[src/rtl/clock_divider_param.sv]
// Runtime-programmable integer clock divider with registered clock_out, tick and load_ack.
// Optional CLOCK_DIVIDER_DUTY_EN adds a duty_value port for a programmable high-phase length.
`timescale 1ns/1ps
module clock_divider_param #(
    parameter int WIDTH       = 16,
    parameter int DEFAULT_DIV = 4
) (
    input  logic             clock_in,
    input  logic             reset_n,
    input  logic             enable,
    input  logic [WIDTH-1:0] div_value,
`ifdef CLOCK_DIVIDER_DUTY_EN
    input  logic [WIDTH-1:0] duty_value,
`endif
    output logic             clock_out,
    output logic             tick,
    output logic             load_ack
);

    typedef enum logic [1:0] {IDLE, HIGH, LOW} state_t;

    localparam logic [WIDTH-1:0] ONE = WIDTH'(1);
    localparam logic [WIDTH-1:0] TWO = WIDTH'(2);

    state_t           state, state_d;
    logic [WIDTH-1:0] cnt, cnt_d;
    logic [WIDTH-1:0] n_reg, n_d;
    logic [WIDTH-1:0] h_reg, h_d;
    logic             clock_d, tick_d, ack_d;

    logic [WIDTH-1:0] n_in, h_in, l_len;

    // Ratios 0 and 1 cannot produce a legal waveform; treat them as 2.
    assign n_in  = (div_value < TWO) ? TWO : div_value;
    assign l_len = n_reg - h_reg;

`ifdef CLOCK_DIVIDER_DUTY_EN
    always_comb begin
        if (duty_value == '0)
            h_in = ONE;
        else if (duty_value >= n_in)
            h_in = n_in - ONE;
        else
            h_in = duty_value;
    end
`else
    assign h_in = n_in >> 1;
`endif

    always_ff @(posedge clock_in or negedge reset_n) begin
        if (!reset_n) begin
            state     <= IDLE;
            cnt       <= '0;
            n_reg     <= WIDTH'(DEFAULT_DIV);
            h_reg     <= WIDTH'(DEFAULT_DIV >> 1);
            clock_out <= 1'b0;
            tick      <= 1'b0;
            load_ack  <= 1'b0;
        end else begin
            state     <= state_d;
            cnt       <= cnt_d;
            n_reg     <= n_d;
            h_reg     <= h_d;
            clock_out <= clock_d;
            tick      <= tick_d;
            load_ack  <= ack_d;
        end
    end

    // Next-state logic; outputs are computed one cycle ahead so they leave from flops.
    always_comb begin
        state_d = state;
        cnt_d   = cnt;
        n_d     = n_reg;
        h_d     = h_reg;
        clock_d = 1'b0;
        tick_d  = 1'b0;
        ack_d   = 1'b0;
        case (state)
            IDLE: begin
                cnt_d = '0;
                if (enable) begin
                    state_d = HIGH;
                    n_d     = n_in;
                    h_d     = h_in;
                    clock_d = 1'b1;
                    tick_d  = 1'b1;
                    ack_d   = 1'b1;
                end
            end
            HIGH: begin
                if (cnt == h_reg - ONE) begin
                    state_d = LOW;
                    cnt_d   = '0;
                end else begin
                    cnt_d   = cnt + ONE;
                    clock_d = 1'b1;
                end
            end
            LOW: begin
                if (cnt == l_len - ONE) begin
                    cnt_d = '0;
                    // Period boundary: the only place new settings or a stop take effect.
                    if (enable) begin
                        state_d = HIGH;
                        n_d     = n_in;
                        h_d     = h_in;
                        clock_d = 1'b1;
                        tick_d  = 1'b1;
                        ack_d   = 1'b1;
                    end else begin
                        state_d = IDLE;
                    end
                end else begin
                    cnt_d = cnt + ONE;
                end
            end
            default: begin
                state_d = IDLE;
                cnt_d   = '0;
            end
        endcase
    end

endmodule

[config.mk]
export PLATFORM = sky130hd
export DESIGN_NAME = clock_divider_param
export DESIGN_NICKNAME = d
export VERILOG_FILES = /design/src/rtl/clock_divider_param.sv
export SDC_FILE = /design/constraint.sdc
export NUM_CORES = 1
export LEC_CHECK = 0
export CORE_ASPECT_RATIO = 1.1
export CORE_MARGIN = 4
export CORE_UTILIZATION = 40
export DETAILED_ROUTE_END_ITERATION = 8
export SKIP_CTS_REPAIR_TIMING = 1
export SLEW_MARGIN = 10
export SYNTH_ARGS = -nofsm -noshare
export SYNTH_HDL_FRONTEND = slang
export SYNTH_SLANG_ARGS = --single-unit
[constraint.sdc]
create_clock -name clock_in -period 8.9 [get_ports clock_in]
set_clock_uncertainty 0.05 [all_clocks]
set_input_delay 1.335 -clock clock_in [delete_from_list [all_inputs] [get_ports clock_in]]
set_output_delay 1.335 -clock clock_in [all_outputs]
set_load 0.05 [all_outputs]
# Word-level counts from Yosys, hierarchy flattened
# Index checks and enable logic that the tools add are counted.
# totals
regBits	52
latchBits	0
ram_bits	0
rom_bits	0
in_bits	19
out_inout_bits	3
mem_count	0
# classes
add_sub_neg	4
multipliers	0
n_div	0
order_cmp	1
eq_ne	7
n_shift	0
mux	20
n_bitwise	0
reduce_logical	4
# op_table
op	n
$mux W16	7
$pmux W16 S2	3
$eq A16 B16 Y1	2
$sub A16 B1 Y16 const B	2
$add A16 B1 Y16 const B	1
$lt A16 B2 Y1 const B	1
$sub A16 B16 Y16	1
$mux W2	3
$ne A2 B2 Y1 const B	3
$pmux W2 S3	1
$mux W1	4
$pmux W1 S3	1
$reduce_and A3 Y1	1
$eq A2 B1 Y1 const B	1
$eq A2 B2 Y1 const B	1
$logic_not A2 Y1	1
$pmux W1 S2	1
$reduce_and A2 Y1	1
$reduce_bool A2 Y1	1

# Depth between registers and ports, before layout
# depth
word_depth	5
ltp_mapped	14
mapped_depth_nobuf	12

# Worst setup path before layout
# Ideal clock, no wire load.
# synth_path
path_kind	flip-flop to flip-flop
startpoint	reg n_reg[2]
endpoint	reg n_reg[10]
arrival_time_ps	3183
t_required_ps	8725
path_slack_ps	5542
path_stages_with_launch	14
period_less_slack_ps	3358
cell_sequence	dfstp_2 -> inv_1 -> ha_1 -> nor2b_1 -> a211oi_1 -> o31a_1 -> o22ai_4 -> or4b_1 -> nand3_1 -> nand4_1 -> o21a_1 -> buf_6 -> buf_12 -> mux2_4
# synth_via
elab_chain_len	5
# synth_rtl
item	line_no	text
start: declaration	27	logic [WIDTH-1:0] n_reg, n_d;
start signal: assignment	54	n_reg <= WIDTH'(DEFAULT_DIV);
start signal: assignment	62	n_reg <= n_d;
$sub A16 B16 Y16	35	assign l_len = n_reg - h_reg;
$sub A16 B1 Y16	101	if (cnt == l_len - ONE) begin
$eq A16 B16 Y1	101	
$ne A2 B2 Y1 (no line)	-	
$reduce_and A2 Y1 (no line)	-	
# Every way passes these cells.
# A chain may end at the register's enable or synchronous reset.

# Final worst setup path
# layout_path
startpoint	reg n_reg[1]
endpoint	reg n_reg[4]
# The elaborated chain is that of the path after synthesis.

==> metrics.md <==
| Metric | Value |
|---|---|
| Status | completed |
| Max FFs per register | 16 |
| Final setup TNS | 0 ns |
| Largest net degree at the start of global routing | 37 |
| Clk pwr share | between 6 and 7% |
| Crit end category | flop |
| Biggest area consumer among synthesized cells | dfrtp_1 |
| Max frequency | around 250 MHz |
| Worst setup margin | roughly 5 ns |
| Grt total ovfl | 0 |
| CTS buffer count | 5 |
| Combinational share of power | about three quarters |
| Core area | around 9000 sq um |
| 1st-pass router iterations | 4 |
| Most used cell, CP | nor3_1 |
| Cell Area, Synth | 3610 sq um |
| RR Endpoint | n_reg[4] |
| Crit path kind | reg2reg |
| Io pins | 22 |
| End point of the critical path | n_reg[4] |
| Initial core utilization | ~41% |
| Root buf cell | clkbuf_8 |
| Worst slew pin tran | 0.950 ns |
| Die Width | between 90 and 100 microns |
| Ant. Diodes | 0 |
| DP Area | approximately 3900 sq um |
| Peak supply drop | roughly 0.00012 V |
| # placed instances | approximately 530 |
| Power density over the cells | about 410 nW/um^2 |
| Synth unique cells | roughly 60 |
| Minimum clock period | 3.97 ns |
| Overall Global Routing Usage | 16.2% |
| Clk buf depth | 2 |
| Max-slew violations | 0 |
| Dpl hpwl | ~6.7 mm |
| Critical Path AT | a little over 4 ns |
| Nets@finish | 486 |
| DR iter-0 viols | around 120 |
| Net Count, Synth | roughly 470 |
| Cell count of the worst reg-to-reg path | 12 |
| Layout cells sized above 1 | between 7 and 8% |
| CP max stage delay | a little under 0.8 ns |
| Synth Warn # | 0 |
| DP Worst Slack | slightly below 5 ns |
| Cell count after synthesis | ~400 |
| Avg Vias per Cell | roughly 5.4 |
| RSZ-0062 raised after global routing | no |
| Vias in the first global route | ~2800 |
| Worst R2R Setup Slack | roughly 4.9 ns |
| Register area share after synthesis | roughly 25% |
| Final Setup Violations | 0 |
| Ys flop type | dfrtp_1 |
| Final Hold Viols | 0 |
| Slowest cell on the critical path | o21a_1 |
| Via Count | around 2900 |
| Asr flop ratio synth | 100% |
| Synth top area cells | dfrtp_1 (24%), ha_1 (16%), xnor2_1 (9.2%) |
| CTS tree | done |
| Area grow syn2layout | 10.3% |
| HP Class | reg2reg |
| Die H | 108 microns |
| Post-synth EDFFs | 0 |
| Max-slew headroom | 36.7% |
| Commonest non-fill, non-tap cells in the layout | ha_1 (46), xnor2_1 (38), dfrtp_1 (35), nor2_1 (32), inv_1 (31) |
| Final antenna-violating net count | 0 |
| Clk slew on worst S/H paths | 0.07 ns |
| GP Congestion | ~0.86 |
| Die ar. | between 10000 and 15000 sq um |
| Worst reg2reg startpoint | n_reg[1] |
| Initial antenna violation count | 0 |
| Leak | approximately 1.7 nW |
| Period utilisation layout | between 40% and 50% |
| First-pass GRT wire length | 13.9 mm |
| # DRC | 0 |
| Worst-path cell chain | inv_1 -> ha_1 -> fa_1 -> nor2b_1 -> o21ai_0 -> and4_1 -> nor3_1 -> a311oi_1 -> nor3_1 -> nand4_1 -> o21a_1 -> mux2_2 |
| Most common cell after layout, fill and taps aside | ha_1 |
| Worst path required time | about 9 ns |
| Final instance area | 3980 sq um |
| PortBufs | 21 |
| Internal | slightly above 0.8 mW |
| Critical Path Source | n_reg[1] |
| Avg Inst Size Synth | ~9.0 sq um |
| Final wirelength | about 8.3 mm |
| Clock sink count | 36 |
| Flops & latches, synth | 36 |
| Switch Pwr | approximately 0.80 mW |
| Critical path launch point type | flop |
| # Max-Cap Violations | 0 |
| Crit-path max FO | 17 |
| H-tree levels | 2 |
| Avg WL per Cell | between 15 and 20 microns |
| Switching share of power | about half |
| Final cell count without fillers | 534 |
| Site row count | 36 |
| Part of the power in registers | between 10% and 20% |
| Worst skew pair latency | about 0.28 ns |
| Finished Core Util | between 40% and 50% |
| Hold Path Depth | 2 |
| Synth top area share | about a quarter |
[critical path: cells and delay by family (launching register included)]
| family | cells | cell delay, ns |
|---|---|---|
| AND/OR/NAND/NOR | 5 | 0.79 |
| buffers and inverters | 1 | 0.11 |
| adder cells (fa/ha/maj) | 2 | 0.62 |
| AO/OA/AOI/OAI | 3 | 1.42 |
| multiplexers | 1 | 0.41 |
| flip-flops | 1 | 0.44 |
[cell usage after synthesis (4+ instances only)]
| cell type | count |
|---|---|
| nand2b_1 | 6 |
| nor2b_1 | 17 |
| ha_1 | 46 |
| nor3_1 | 11 |
| dfrtp_1 | 35 |
| a21oi_1 | 10 |
| nand4_1 | 5 |
| nand2_1 | 18 |
| mux2i_1 | 4 |
| mux2_2 | 9 |
| nor2_1 | 32 |
| nor4_1 | 5 |
| mux2_4 | 7 |
| clkbuf_1 | 6 |
| inv_1 | 31 |
| o221ai_1 | 5 |
| o21ai_0 | 15 |
| xor2_1 | 22 |
| nand3_1 | 20 |
| xnor2_1 | 38 |
| and3_1 | 4 |
[logic make-up (layout without fill, tap and decap cells)]
logic type,Yosys count,count (layout),share of synthesized area [%]
AOI/OAI and AO/OA,60,60,11.7
xor gates and xnor gates,60,60,14.6
adders and majority gates,47,47,16.5
buffers and inverters,42,60,5.20
DFF,36,36,25.0
muxes,20,20,6.83
and+or+nand+nor,137,137,20.2
[final cells by class]
type	instances	area, sq um
timing repair buffer	22	218
tap	114	143
clock buffer	5	68.8
clock inverter	2	12.5
multi-input combinational	324	2520
inverter	31	116
sequential	36	902
fill	896	4850
[metrics by stage]
| stage | power (mW) | hold WS [ns] |
|---|---|---|
| 2_1_floorplan | 1.25 | 0.453 |
| 3_3_place_gp | 1.48 | 0.503 |
| 3_5_place_dp | 1.49 | 0.507 |
| 4_1_cts | 1.62 | 0.521 |
| 5_1_grt | 1.78 | 0.542 |
| 6_report | 1.62 | 0.520 |
[routing by layer]
metal / track usage [%] / routed length [microns]
met1: 23.1 / 4130
met2: 26.4 / 3720
met3: 1.62 / 332
met4: 3.61 / 99
met5: 0 / 0
[worst min-delay path by stage]
stage                     endpoint     start  slack [ns]
after floorplan           n_reg[0]  n_reg[0]        0.45
after global placement    n_reg[0]  n_reg[0]        0.50
after detailed placement  n_reg[0]  n_reg[0]        0.51
after CTS                 n_reg[0]  n_reg[0]        0.52
after global routing      n_reg[0]  n_reg[0]        0.54
final                     n_reg[0]  n_reg[0]        0.52
[power groups by stage]
stage | clock network [mW] | registers [mW] | logic (mW)
2_1_floorplan | 0 | 0.271 | 0.983
3_3_place_gp | 0 | 0.276 | 1.20
3_5_place_dp | 0 | 0.276 | 1.22
4_1_cts | 0.116 | 0.273 | 1.23
5_1_grt | 0.125 | 0.280 | 1.37
6_report | 0.110 | 0.273 | 1.23
(Power assumes the default switching activity.)
